==> src/rtl/clk_seq_pkg.sv <==
// Shared types and sizing helpers for the clock-enable sequencer and its
// per-channel dividers.
package clk_seq_pkg;

  localparam int DEF_DIV_W = 8;

  typedef enum logic [2:0] {
    IDLE,
    QUIESCE,
    LOAD,
    SETTLE,
    DONE
  } seq_state_e;

  typedef struct packed {
    logic                 en;
    logic [DEF_DIV_W-1:0] div;
  } ch_cfg_t;

  // Counter/index width that stays at least one bit for degenerate sizes.
  function automatic int clog2_min1(input int n);
    return (n > 1) ? $clog2(n) : 1;
  endfunction

endpackage

==> src/rtl/clk_div_channel.sv <==
// One divided clock-enable channel: a 0..div counter that strobes ce on wrap
// while active, with load/stop/activate hooks driven by the sequencer.
module clk_div_channel
  import clk_seq_pkg::*;
(
  input  logic    clk_i,
  input  logic    rst_ni,
  input  logic    load_i,
  input  logic    stop_i,
  input  logic    activate_i,
  input  ch_cfg_t cfg_i,
  output logic    ce_o,
  output logic    wrap_o,
  output logic    active_o
);

  ch_cfg_t              cfg_q, cfg_d;
  logic [DEF_DIV_W-1:0] cnt_q, cnt_d;
  logic                 active_q, active_d;
  logic                 ce_q, ce_d;

  // NOTE: every signal driven here gets a default first so no latch is inferred.
  always_comb begin
    cfg_d    = cfg_q;
    cnt_d    = cnt_q;
    active_d = active_q;
    if (active_q) begin
      cnt_d = (cnt_q == cfg_q.div) ? '0 : cnt_q + 1'b1;
    end
    if (stop_i) begin
      active_d = 1'b0;
      cnt_d    = '0;
    end
    if (load_i) begin
      cfg_d    = cfg_i;
      cnt_d    = '0;
      active_d = 1'b0;
    end
    if (activate_i && cfg_q.en) begin
      active_d = 1'b1;
      cnt_d    = '0;
    end
    // Strobe is computed from next state so ce_o itself is a flop output.
    ce_d = active_d && (cnt_d == cfg_d.div);
  end

  // NOTE: state registers use non-blocking assignments so all flops update together.
  always_ff @(posedge clk_i or negedge rst_ni) begin
    if (!rst_ni) begin
      cfg_q    <= '0;
      cnt_q    <= '0;
      active_q <= 1'b0;
      ce_q     <= 1'b0;
    end else begin
      cfg_q    <= cfg_d;
      cnt_q    <= cnt_d;
      active_q <= active_d;
      ce_q     <= ce_d;
    end
  end

  assign ce_o     = ce_q;
  assign wrap_o   = active_q && (cnt_q == cfg_q.div);
  assign active_o = active_q;

endmodule

==> src/rtl/clk_enable_sequencer.sv <==
// Derives NUM_CH clock-enable strobes from one base clock and reconfigures
// one channel at a time, switching only on a period boundary plus a settle gap.
module clk_enable_sequencer
  import clk_seq_pkg::*;
#(
  parameter int NUM_CH        = 4,
  parameter int DIV_W         = DEF_DIV_W,
  parameter int SETTLE_CYCLES = 16,
  parameter int CH_W          = clog2_min1(NUM_CH)
) (
  input  logic              clk_i,
  input  logic              rst_ni,
  input  logic              cfg_valid_i,
  output logic              cfg_ready_o,
  input  logic [CH_W-1:0]   cfg_ch_i,
  input  logic              cfg_en_i,
  input  logic [DIV_W-1:0]  cfg_div_i,
  output logic [NUM_CH-1:0] ce_o,
  output logic [NUM_CH-1:0] active_o,
  output logic              busy_o,
  output logic              done_o
);

  localparam int               SET_W       = clog2_min1(SETTLE_CYCLES);
  localparam logic [SET_W-1:0] SETTLE_LAST = SET_W'(SETTLE_CYCLES - 1);

  // Reset asserts immediately but releases two base-clock edges later.
  logic [1:0] rst_sync_q;
  logic       rst_n;

  always_ff @(posedge clk_i or negedge rst_ni) begin
    if (!rst_ni) rst_sync_q <= '0;
    else         rst_sync_q <= {rst_sync_q[0], 1'b1};
  end
  assign rst_n = rst_sync_q[1];

  seq_state_e       state_q;
  logic [CH_W-1:0]  ch_q;
  ch_cfg_t          req_q;
  logic [SET_W-1:0] settle_q;
  logic             ready_q, busy_q, done_q;

  logic [NUM_CH-1:0] sel, ch_load, ch_stop, ch_act, wrap, active;
  logic              settle_last, tgt_active, tgt_wrap;

  assign settle_last = (settle_q == SETTLE_LAST);
  assign tgt_active  = |(sel & active);
  assign tgt_wrap    = |(sel & wrap);

  for (genvar c = 0; c < NUM_CH; c++) begin : g_ch
    assign sel[c]     = (ch_q == CH_W'(c));
    assign ch_stop[c] = sel[c] && (state_q == QUIESCE) && wrap[c];
    assign ch_load[c] = sel[c] && (state_q == LOAD);
    assign ch_act[c]  = sel[c] && (state_q == SETTLE) && settle_last;

    clk_div_channel u_ch (
      .clk_i      (clk_i),
      .rst_ni     (rst_n),
      .load_i     (ch_load[c]),
      .stop_i     (ch_stop[c]),
      .activate_i (ch_act[c]),
      .cfg_i      (req_q),
      .ce_o       (ce_o[c]),
      .wrap_o     (wrap[c]),
      .active_o   (active[c])
    );
  end

  always_ff @(posedge clk_i or negedge rst_n) begin
    if (!rst_n) begin
      state_q  <= IDLE;
      ch_q     <= '0;
      req_q    <= '0;
      settle_q <= '0;
      ready_q  <= 1'b1;
      busy_q   <= 1'b0;
      done_q   <= 1'b0;
    end else begin
      done_q <= 1'b0;
      unique case (state_q)
        IDLE: begin
          if (cfg_valid_i) begin
            ch_q    <= cfg_ch_i;
            // The request struct carries the package-default divider width.
            req_q   <= '{en: cfg_en_i, div: DEF_DIV_W'(cfg_div_i)};
            ready_q <= 1'b0;
            busy_q  <= 1'b1;
            if (int'(cfg_ch_i) < NUM_CH) begin
              state_q <= QUIESCE;
            end else begin
              state_q <= DONE;
              done_q  <= 1'b1;
            end
          end
        end
        QUIESCE: begin
          // An active target leaves only on its own strobe, so its last period is whole.
          if (!tgt_active || tgt_wrap) state_q <= LOAD;
        end
        LOAD: begin
          settle_q <= '0;
          if (req_q.en) begin
            state_q <= SETTLE;
          end else begin
            state_q <= DONE;
            done_q  <= 1'b1;
          end
        end
        SETTLE: begin
          if (settle_last) begin
            state_q <= DONE;
            done_q  <= 1'b1;
          end else begin
            settle_q <= settle_q + 1'b1;
          end
        end
        DONE: begin
          state_q <= IDLE;
          ready_q <= 1'b1;
          busy_q  <= 1'b0;
        end
        default: state_q <= IDLE;
      endcase
    end
  end

  assign cfg_ready_o = ready_q;
  assign busy_o      = busy_q;
  assign done_o      = done_q;
  assign active_o    = active;

endmodule

==> config.mk <==
export PLATFORM = sky130hd
export DESIGN_NAME = clk_enable_sequencer
export DESIGN_NICKNAME = d
export VERILOG_FILES = /design/src/rtl/clk_seq_pkg.sv /design/src/rtl/clk_div_channel.sv /design/src/rtl/clk_enable_sequencer.sv
export SDC_FILE = /design/constraint.sdc
export NUM_CORES = 1
export LEC_CHECK = 0
export ABC_AREA = 1
export BUFFER_PORTS_ARGS = -buffer_cell sky130_fd_sc_hd__buf_4
export CAP_MARGIN = 10
export CELL_PAD_IN_SITES_DETAIL_PLACEMENT = 0
export CELL_PAD_IN_SITES_GLOBAL_PLACEMENT = 1
export CORE_MARGIN = 1
export CORE_UTILIZATION = 46
export DETAILED_ROUTE_END_ITERATION = 16
export PLACE_DENSITY_LB_ADDON = 0.1
export SLEW_MARGIN = 20
export SYNTH_ARGS = -nofsm -noshare
export SYNTH_HDL_FRONTEND = slang
export SYNTH_SLANG_ARGS = --single-unit
export TNS_END_PERCENT = 100
==> constraint.sdc <==
create_clock -name clk_i -period 4.2 [get_ports clk_i]
set_input_delay 0.42 -clock clk_i [delete_from_list [all_inputs] [get_ports clk_i]]
set_output_delay 0.42 -clock clk_i [all_outputs]
set_load 0.01 [all_outputs]
==> impl_metrics.ini, run 1 <==
[final_layout]
areaGrowthSynthToFinish_pct = 10.76
drive_above_1_share = 0.1142
fin_nets = 802
antenna_cells = 0

[global_route]
grt_pass1_vias = 4650
grt-ovfl-total = 0
grt_antenna_before_repair = 0
gr-usage-all-layers = 0.2273
grt_pass1_wl_mm = 22.42
grt_max_degree = 73

[critical_path]
crit_type = reg -> reg
ff2ff_path_depth = 10
reg2reg_slack_ps = 2050
path_max_fanout = 20
rr_startpoint = state_q[2]$_DFFE_PN0P_
start_kind = flop
crit_path_end_kind = flop
crit_arrival_ps = 2430
worst_ep_required_time_ps = 4480
startpoint = state_q[2]$_DFFE_PN0P_
rr_endpoint = g_ch[3].u_ch.ce_o$_DFF_PN0_

[sta]
tightest_slew_ps = 947.5
holdWs_ps = 268.0
clock_skew_ps = 10.85
setup-violations-final = 0
slew_viol_final = 0
rsz0062_at_grt = no
slew_headroom = 0.3683
fin_tns_setup_ps = 0
hold_viol_final = 0
finalCriticalPeriod_ps = 2154
period_share = 0.5130
clock.fmax_mhz = 464.2

[flow_run]
drv_cap = 0

[floorplanning]
rows = 40
die_w_um = 113.7
ios = 25
fp.dieH_um = 113.7
die-area_sq_um = 12940
initial_core_util = 0.4743
design.core.area_sq_um = 12110

[logic_synthesis]
synth_top_cells_by_count = nand2_1, inv_1, dfrtp_1, nor2_1, nand3_1
synth-edff-count = 0
yosysSeqAreaShare = 0.4315
ys_top_cells_by_area = dfrtp_1, nand2_1, inv_1
synth_warnings = 0
synth_cell_types = 36
ys.flop_type = dfrtp_1
synth_seq_cells = 99
synth_top_area_frac = 0.4269
synthArstFlopShare = 1.000
yosysMostFrequentCell = nand2_1
synthesis.area_sq_um = 5744
synth_cells = 766
syn_avg_cell_area_sq_um = 7.499
netlist.top_cell.by_area = dfrtp_1
synth.net_count = 785

[cts]
clk_latency_ps = 350
h-tree-depth = 3
cts_resized = 0
clk_pin_slew_worst_paths_ps = 70
cts-buffers-inserted = 9
cts_root_buffer = clkbuf_16
cts_tree = built
clock_path_buffers = 2
clkSinkCount = 99

[drt]
avgRoutedWirePerCell_um = 13.69
drtIter0Drc = 199
drc = 0
via_per_inst = 4.846
route.vias.total = 4633
ant_nets = 0
first_pass_iters = 5
routed_wl_mm = 13.09

[power_and_ir_drop]
p_leak_nw = 3.364
pwr_density_cell_nw_per_um2 = 709.8
vdd_drop_max_mv = 0.3583

[place]
gp_congestion = 0.8698
io_buffers = 24
dpl.hpwl_mm = 9.866

[worst_hold_path]
holdPathStages = 3
hp-class = in -> reg
hold_start = cfg_div_i[7]
hold_path_end = req_q[7]$_DFFE_PN0P_

[run_status]
status = finished clean
==> stage by stage <==
stage,util,std cells,power (mW),cell area [sq um],setup WS [ps]
2_1_floorplan,-,766,3.079,5744,1240
3_3_place_gp,0.4941,939,3.506,5984,2000
3_5_place_dp,0.4943,939,3.536,5987,2067
4_1_cts,0.5253,956,4.574,6362,2037
5_1_grt,0.5253,956,4.935,6362,1716
6_report,0.5253,956,4.516,6362,2046
==> layer usage <==
layer | global-route usage | part of all wire
met5 | 0 | 0
met3 | 0.05739 | 0.036
met1 | 0.2860 | 0.45
met4 | 0.08860 | 0.030
met2 | 0.3756 | 0.48
==> how the worst max path moves through the flow <==
stage	to	slack, ps	cells past startpoint
floorplan	busy_o$_DFFE_PN0P_	1240	0
global placement	req_q[5]$_DFFE_PN0P_	2000	6
detailed placement	g_ch[3].u_ch.ce_o$_DFF_PN0_	2070	10
CTS	g_ch[3].u_ch.ce_o$_DFF_PN0_	2040	10
global route	g_ch[3].u_ch.ce_o$_DFF_PN0_	1720	10
finish	g_ch[3].u_ch.ce_o$_DFF_PN0_	2050	10
==> area by class of cell <==
| class | instances | area, sq um |
|---|---|---|
| clock buffers | 10 | 229.0 |
| clock inverters | 6 | 136.4 |
| fillers | 1223 | 5749 |
| inverters | 132 | 498.0 |
| multi-input cells | 515 | 2609 |
| flip-flops and latches | 99 | 2482 |
| well taps | 168 | 210.2 |
| repair buffers | 26 | 197.7 |
==> layout by cell type (no fill, tap or decap) <==
master / synthesis / routed
a21oi_1: 3 / 3
a22o_1: 1 / 1
buf_4: 9 / 25
bufinv_16: 0 / 4
clkbuf_1: 1 / 1
clkbuf_16: 0 / 9
clkinvlp_4: 0 / 1
conb_1: 1 / 1
dfrtp_1: 98 / 97
dfrtp_4: 0 / 1
dfstp_2: 1 / 1
dlygate4sd3_1: 0 / 1
ha_1: 5 / 5
inv_1: 122 / 122
inv_2: 9 / 9
inv_4: 1 / 1
inv_6: 0 / 1
nand2_1: 223 / 223
nand2_2: 3 / 3
nand2_4: 2 / 2
nand3_1: 52 / 52
nand3_2: 4 / 4
nand3b_1: 3 / 3
nand4_1: 17 / 17
nand4_2: 1 / 1
nor2_1: 78 / 77
nor2_2: 3 / 4
nor2_4: 3 / 3
nor3_1: 1 / 1
nor4_1: 1 / 1
o211ai_1: 2 / 2
o21ai_0: 30 / 30
o21ai_1: 10 / 10
o21ai_2: 11 / 11
o21ai_4: 2 / 2
o31ai_1: 1 / 1
or2_2: 8 / 8
xnor2_1: 32 / 32
xor2_1: 18 / 18
==> logic make-up (layout without fill, tap and decap cells) <==
| group | Yosys count | in the layout | synth area share |
|---|---|---|---|
| AO/OA/AOI/OAI | 60 | 60 | 0.06534 |
| XOR/XNOR | 50 | 50 | 0.07624 |
| other | 1 | 1 | 0.0006528 |
| flip-flops | 99 | 99 | 0.4315 |
| adder cells (fa/ha/maj) | 5 | 5 | 0.01089 |
| buffers and inverters | 152 | 174 | 0.1148 |
| AND/OR/NAND/NOR | 399 | 399 | 0.3006 |
==> flip-flops by register name (all words and copies together), names as in the netlist <==
name                flops
g_ch.u_ch.active_o      4
state_q                 3
done_o                  1
rst_sync_q              2
g_ch.u_ch.cnt_q        32
cfg_ready_o             1
req_q                   9
busy_o                  1
g_ch.u_ch.ce_o          4
settle_q                4
g_ch.u_ch.cfg_q        36
ch_q                    2
==> power by group <==
| group | internal (mW) | total (mW) | switching, mW |
|---|---|---|---|
| clock network | 0.645 | 1.01 | 0.366 |
| logic | 0.703 | 1.81 | 1.11 |
| registers | 1.29 | 1.69 | 0.399 |
| total | 2.64 | 4.52 | 1.87 |
==> critical path, stage by stage (launching register included) <==
cell	delay (ps)
dfrtp_1	430
nor2_4	170
nand4_2	440
nand2_1	320
inv_1	140
nand2_1	90
inv_1	70
nand2_1	90
xor2_1	150
nand3_1	80
nor2_1	100
==> repair_timing <==
item	CTS	global route
setup buffers	0	0
hold buffers	1	0
endpoints found under the hold margin	2	0
setup endpoints to repair	0	0
(Power assumes the default switching activity.)
==> inputs of run 2 (changes only) <==
- clock period: 4.2 -> 2.2 ns (I/O delays scaled with it)
==> run 2 against run 1 <==
Net effect:
- clock-buffer cell count up 2
- cell area shrank 0.16%
- core utilization shrank 0.083 points
- fmax grew 9.5%
==> impl_metrics.ini, run 2 (synthesized netlist as in run 1, its figures left out) <==
[critical_path]
reg2reg_slack_ps = 230
ff2ff_path_depth = 12
start_kind = flop
path_max_fanout = 5
crit_arrival_ps = 2240
rr_endpoint = g_ch[3].u_ch.ce_o$_DFF_PN0_
rr_startpoint = settle_q[0]$_DFFE_PN0P_
crit_path_end_kind = flop
worst_ep_required_time_ps = 2470
crit_type = reg -> reg

[worst_hold_path]
hold_path_end = req_q[5]$_DFFE_PN0P_
hold_start = cfg_div_i[5]
hp-class = in -> reg
holdPathStages = 3

[drt]
drtIter0Drc = 271
via_per_inst = 4.801
ant_nets = 0
routed_wl_mm = 13.39
avgRoutedWirePerCell_um = 13.93
dr_wl_met3_um = 575
highest_layer = met4
wl_met1_mm = 6.226
route.vias.total = 4614
drc = 0
first_pass_iters = 6
wl_met2_mm = 6.399

[global_route]
grt_pass1_wl_mm = 22.11
grt_max_degree = 58
grt_antenna_before_repair = 0
grt_pass1_vias = 4409
grt-ovfl-total = 0
gr-usage-all-layers = 0.2261

[cts]
cts_root_buffer = clkbuf_16
clock_path_buffers = 2
h-tree-depth = 3
clkSinkCount = 99
cts-buffers-inserted = 9
clk_pin_slew_worst_paths_ps = 70
cts_tree = built
post_cts_buffers = 0
clk_latency_ps = 350

[sta]
rsz0062_at_grt = no
hold_viol_final = 0
setup-violations-final = 0
finalCriticalPeriod_ps = 1968
clock_skew_ps = 10.35
slew_viol_final = 0
fin_tns_setup_ps = 0
period_share = 0.8944
clock.fmax_mhz = 508.2

[final_layout]
largestRegisters = g_ch.u_ch.cfg_q: 36 flops, g_ch.u_ch.cnt_q: 32 flops, req_q: 9 flops
fin_util = 0.5245
final_area_sq_um = 6352
largest_reg_flops = 36
antenna_cells = 0
drive_above_1_share = 0.1198
fin_nets = 807
final_common_cell = nand2_1
areaGrowthSynthToFinish_pct = 10.59
largest_register = g_ch.u_ch.cfg_q
final_cell_mix = nand2_1, inv_1, dfrtp_1, nor2_1, nand3_1

[place]
gp_congestion = 0.8466
io_buffers = 24
dpl.hpwl_mm = 9.996
postPlaceCellArea_sq_um = 6035

[run_status]
status = finished clean

[flow_run]
drv_cap = 0

[floorplanning]
design.core.area_sq_um = 12110
fp.dieH_um = 113.7
ios = 25
die-area_sq_um = 12940
initial_core_util = 0.4743
die_w_um = 113.7
rows = 40

[power_and_ir_drop]
pwr_density_cell_nw_per_um2 = 1321
vdd_drop_max_mv = 0.6939
p_leak_nw = 3.373
power.total_mw = 8.394
-- run 2: where the power goes --
group / switching (mW) / internal [mW] / leakage [nW]
sequential: 0.738 / 2.47 / 1.24
combinational: 2.17 / 1.38 / 1.98
clock: 0.692 / 0.943 / 0.153
total: 3.60 / 4.79 / 3.37
-- run 2: metal layers --
metal,up-vias,track usage
li1,2391,-
met1,2137,0.2977
met2,74,0.3760
met3,12,0.04995
met4,0,0.06140
met5,-,0
-- run 2: metrics by stage --
stage / cells / worst slack (ps) / hold WS, ps
2_1_floorplan: 766 / 517.6 / -75.59
3_3_place_gp: 944 / 203.0 / 2.775
3_5_place_dp: 944 / 177.8 / 3.925
4_1_cts: 961 / 146.1 / 55.09
5_1_grt: 961 / 25.60 / 66.11
6_report: 961 / 232.4 / 71.16
-- run 2: how the worst max path moves through the flow --
stage	from	end	slack, ps	cells after the start
floorplan	settle_q[0]$_DFFE_PN0P_	g_ch[0].u_ch.ce_o$_DFF_PN0_	520	14
detailed placement	settle_q[0]$_DFFE_PN0P_	g_ch[3].u_ch.ce_o$_DFF_PN0_	180	12
global placement	settle_q[0]$_DFFE_PN0P_	g_ch[3].u_ch.ce_o$_DFF_PN0_	200	12
finish	settle_q[0]$_DFFE_PN0P_	g_ch[3].u_ch.ce_o$_DFF_PN0_	230	12
CTS	settle_q[0]$_DFFE_PN0P_	g_ch[3].u_ch.ce_o$_DFF_PN0_	150	12
global route	g_ch[2].u_ch.cnt_q[0]$_DFF_PN0_	g_ch[2].u_ch.ce_o$_DFF_PN0_	30	11
-- run 2: layout make-up --
cell class	instances	area, sq um
clock inverter	4	48.80
inverter	132	498.0
sequential	99	2482
tap	168	210.2
multi-input combinational	515	2609
timing repair buffer	31	247.7
fill	1209	5759
clock buffer	12	256.5
-- run 2: critical path, cell delays in order, from the launching register on --
cell     delay [ps]
dfrtp_1         380
ha_1            180
nand2_1          80
nor2_2          180
nand3_1         170
nand2_1         170
inv_1           140
nand2_1          90
inv_1            60
nand2_1         100
xor2_1          150
nand3_1          80
nor2_1          110
-- run 2: what timing repair did --
item                                    CTS  global route
hold buffers                              1             0
gates resized for setup                   0             1
endpoints found under the hold margin     2             0
endpoints found under the setup margin    0             3
==> inputs of run 3 (changes only) <==
- BUFFER_PORTS_ARGS: -buffer_cell sky130_fd_sc_hd__buf_4 -> -buffer_cell sky130_fd_sc_hd__buf_2
- CORE_MARGIN: 1 -> not set
- CTS_CLUSTER_DIAMETER: not set -> 40
==> run 3 against run 2 <==
Net effect:
- core utilization fell by 0.51 points
- sequential share of layout area grew 0.38 points
- hold slack worse by 3.1 ps
- via count increased by 0.13%
- highest routed layer unchanged
- clock power is 2% lower
- global-route usage increased by 0.47 points
- first-iteration DRC count is 27% lower
- sequential cell count stayed put
==> impl_metrics.ini, run 3 (synthesized netlist as in run 1, its figures left out) <==
[run_status]
status = finished clean

[cts]
clk_pin_slew_worst_paths_ps = 70
cts-buffers-inserted = 9
cts_tree = built
clk_latency_ps = 350
h-tree-depth = 3
clock_path_buffers = 2
clkSinkCount = 99
post_cts_buffers = 0
cts_root_buffer = clkbuf_16

[sta]
clock_skew_ps = 6.128
setup-violations-final = 0
rsz0062_at_grt = no
fin_tns_setup_ps = 0
hold_viol_final = 0
setup_slack_ps = 228.3
clock.fmax_mhz = 507.2
slew_viol_final = 0
finalCriticalPeriod_ps = 1972
period_share = 0.8962

[final_layout]
largest_reg_flops = 36
drive_above_1_share = 0.1196
largestRegisters = g_ch.u_ch.cfg_q: 36 flops, g_ch.u_ch.cnt_q: 32 flops, req_q: 9 flops
final_common_cell = nand2_1
largest_register = g_ch.u_ch.cfg_q
areaGrowthSynthToFinish_pct = 9.519
final_cell_mix = nand2_1, inv_1, dfrtp_1, nor2_1, nand3_1
antenna_cells = 0
fin_nets = 808

[floorplanning]
die_w_um = 113.7
fp.dieH_um = 113.7
die-area_sq_um = 12940
initial_core_util = 0.4743
design.core.area_sq_um = 12110
rows = 40
ios = 25

[critical_path]
worst_ep_required_time_ps = 2490
crit_path_end_kind = flop
startpoint = settle_q[0]$_DFFE_PN0P_
rr_startpoint = settle_q[0]$_DFFE_PN0P_
crit_arrival_ps = 2260
crit_type = reg -> reg
path_max_fanout = 5
start_kind = flop

[place]
dpl.hpwl_mm = 10.18
dpl_worst_slack_ps = 166.5
io_buffers = 24
gp_congestion = 0.8958

[worst_hold_path]
hp-class = in -> reg
hold_start = cfg_div_i[6]

[global_route]
grt_pass1_vias = 4488
gr-usage-all-layers = 0.2308
grt_antenna_before_repair = 0
grt_pass1_wl_mm = 22.49
grt_max_degree = 38
grt-ovfl-total = 0

[drt]
drtIter0Drc = 199
via_per_inst = 4.802
drc = 0
first_pass_iters = 4
ant_nets = 0
avgRoutedWirePerCell_um = 13.97
route.vias.total = 4620
routed_wl_mm = 13.44

[flow_run]
drv_cap = 0

[power_and_ir_drop]
vdd_drop_max_mv = 0.6831
p_leak_nw = 3.351
pwr_density_cell_nw_per_um2 = 1325
[run 3: changes by cell type in the layout (fill, tap and decap cells not counted), sizes merged]
cell      delta
buf          +1
clkinv       -2
clkinvlp     +2
[run 3: stage by stage]
stage | util | hold WS (ps) | area (sq um) | total power, mW | instances
2_1_floorplan | - | -75.59 | 5746 | 5.877 | 766
3_3_place_gp | 0.4939 | 4.514 | 5982 | 6.718 | 945
3_5_place_dp | 0.4939 | 6.631 | 5982 | 6.776 | 945
4_1_cts | 0.5192 | 54.79 | 6289 | 8.427 | 962
5_1_grt | 0.5194 | 77.99 | 6291 | 9.105 | 962
6_report | 0.5194 | 68.09 | 6291 | 8.336 | 962
[run 3: critical path: stages (launching register included)]
cell and delay (ps):
dfrtp_1 380, ha_1 200, nand2_1 100, nor2_2 200, nand2_2 150, o21ai_4 240
nor2_1 80, nand2_1 90, nand2_1 60, nand2_1 60, nand3_1 70, nor2_1 120
nand2_1 70, nor2_1 80
[run 3: repair_timing]
item | CTS | global route
setup endpoints to repair | 0 | 3
gates resized for setup | 0 | 1
hold endpoints to repair | 2 | 0
hold buffers | 1 | 0
[run 3: area by class of cell]
cell class	instances	area, sq um
clock buffer	12	246.5
clock inverter	4	50.05
fill	1226	5821
inverter	132	498.0
multi-input combinational	515	2609
sequential	99	2482
tap	168	210.2
timing repair buffer	32	195.2
[run 3: report_power, final]
part	total [mW]	switching [mW]	leakage, nW	internal (mW)
Combinational	3.53	2.18	1.97	1.35
Sequential	3.21	0.736	1.24	2.47
Clock	1.60	0.691	0.139	0.912
Total	8.34	3.60	3.35	4.73
[run 3: metal layers]
metal | vias to the layer above | GRT usage | wire length (um)
met5 | - | 0 | 0
met1 | 2155 | 0.3026 | 6307
met2 | 66 | 0.3768 | 6429
met4 | 0 | 0.1026 | 309
li1 | 2384 | - | -
met3 | 15 | 0.03773 | 396
[run 3: final timing paths]
path	end	slack, ps	depth (start not counted)
hold / removal	req_q[6]$_DFFE_PN0P_	70	3
setup / recovery	g_ch[0].u_ch.ce_o$_DFF_PN0_	230	13
setup reg to reg	g_ch[0].u_ch.ce_o$_DFF_PN0_	230	13
hold reg to reg	req_q[2]$_DFFE_PN0P_	210	0
min in group asynchronous	rst_sync_q[1]$_DFF_PN0_	180	2
max in group asynchronous	g_ch[0].u_ch.cnt_q[6]$_DFF_PN0_	1400	1
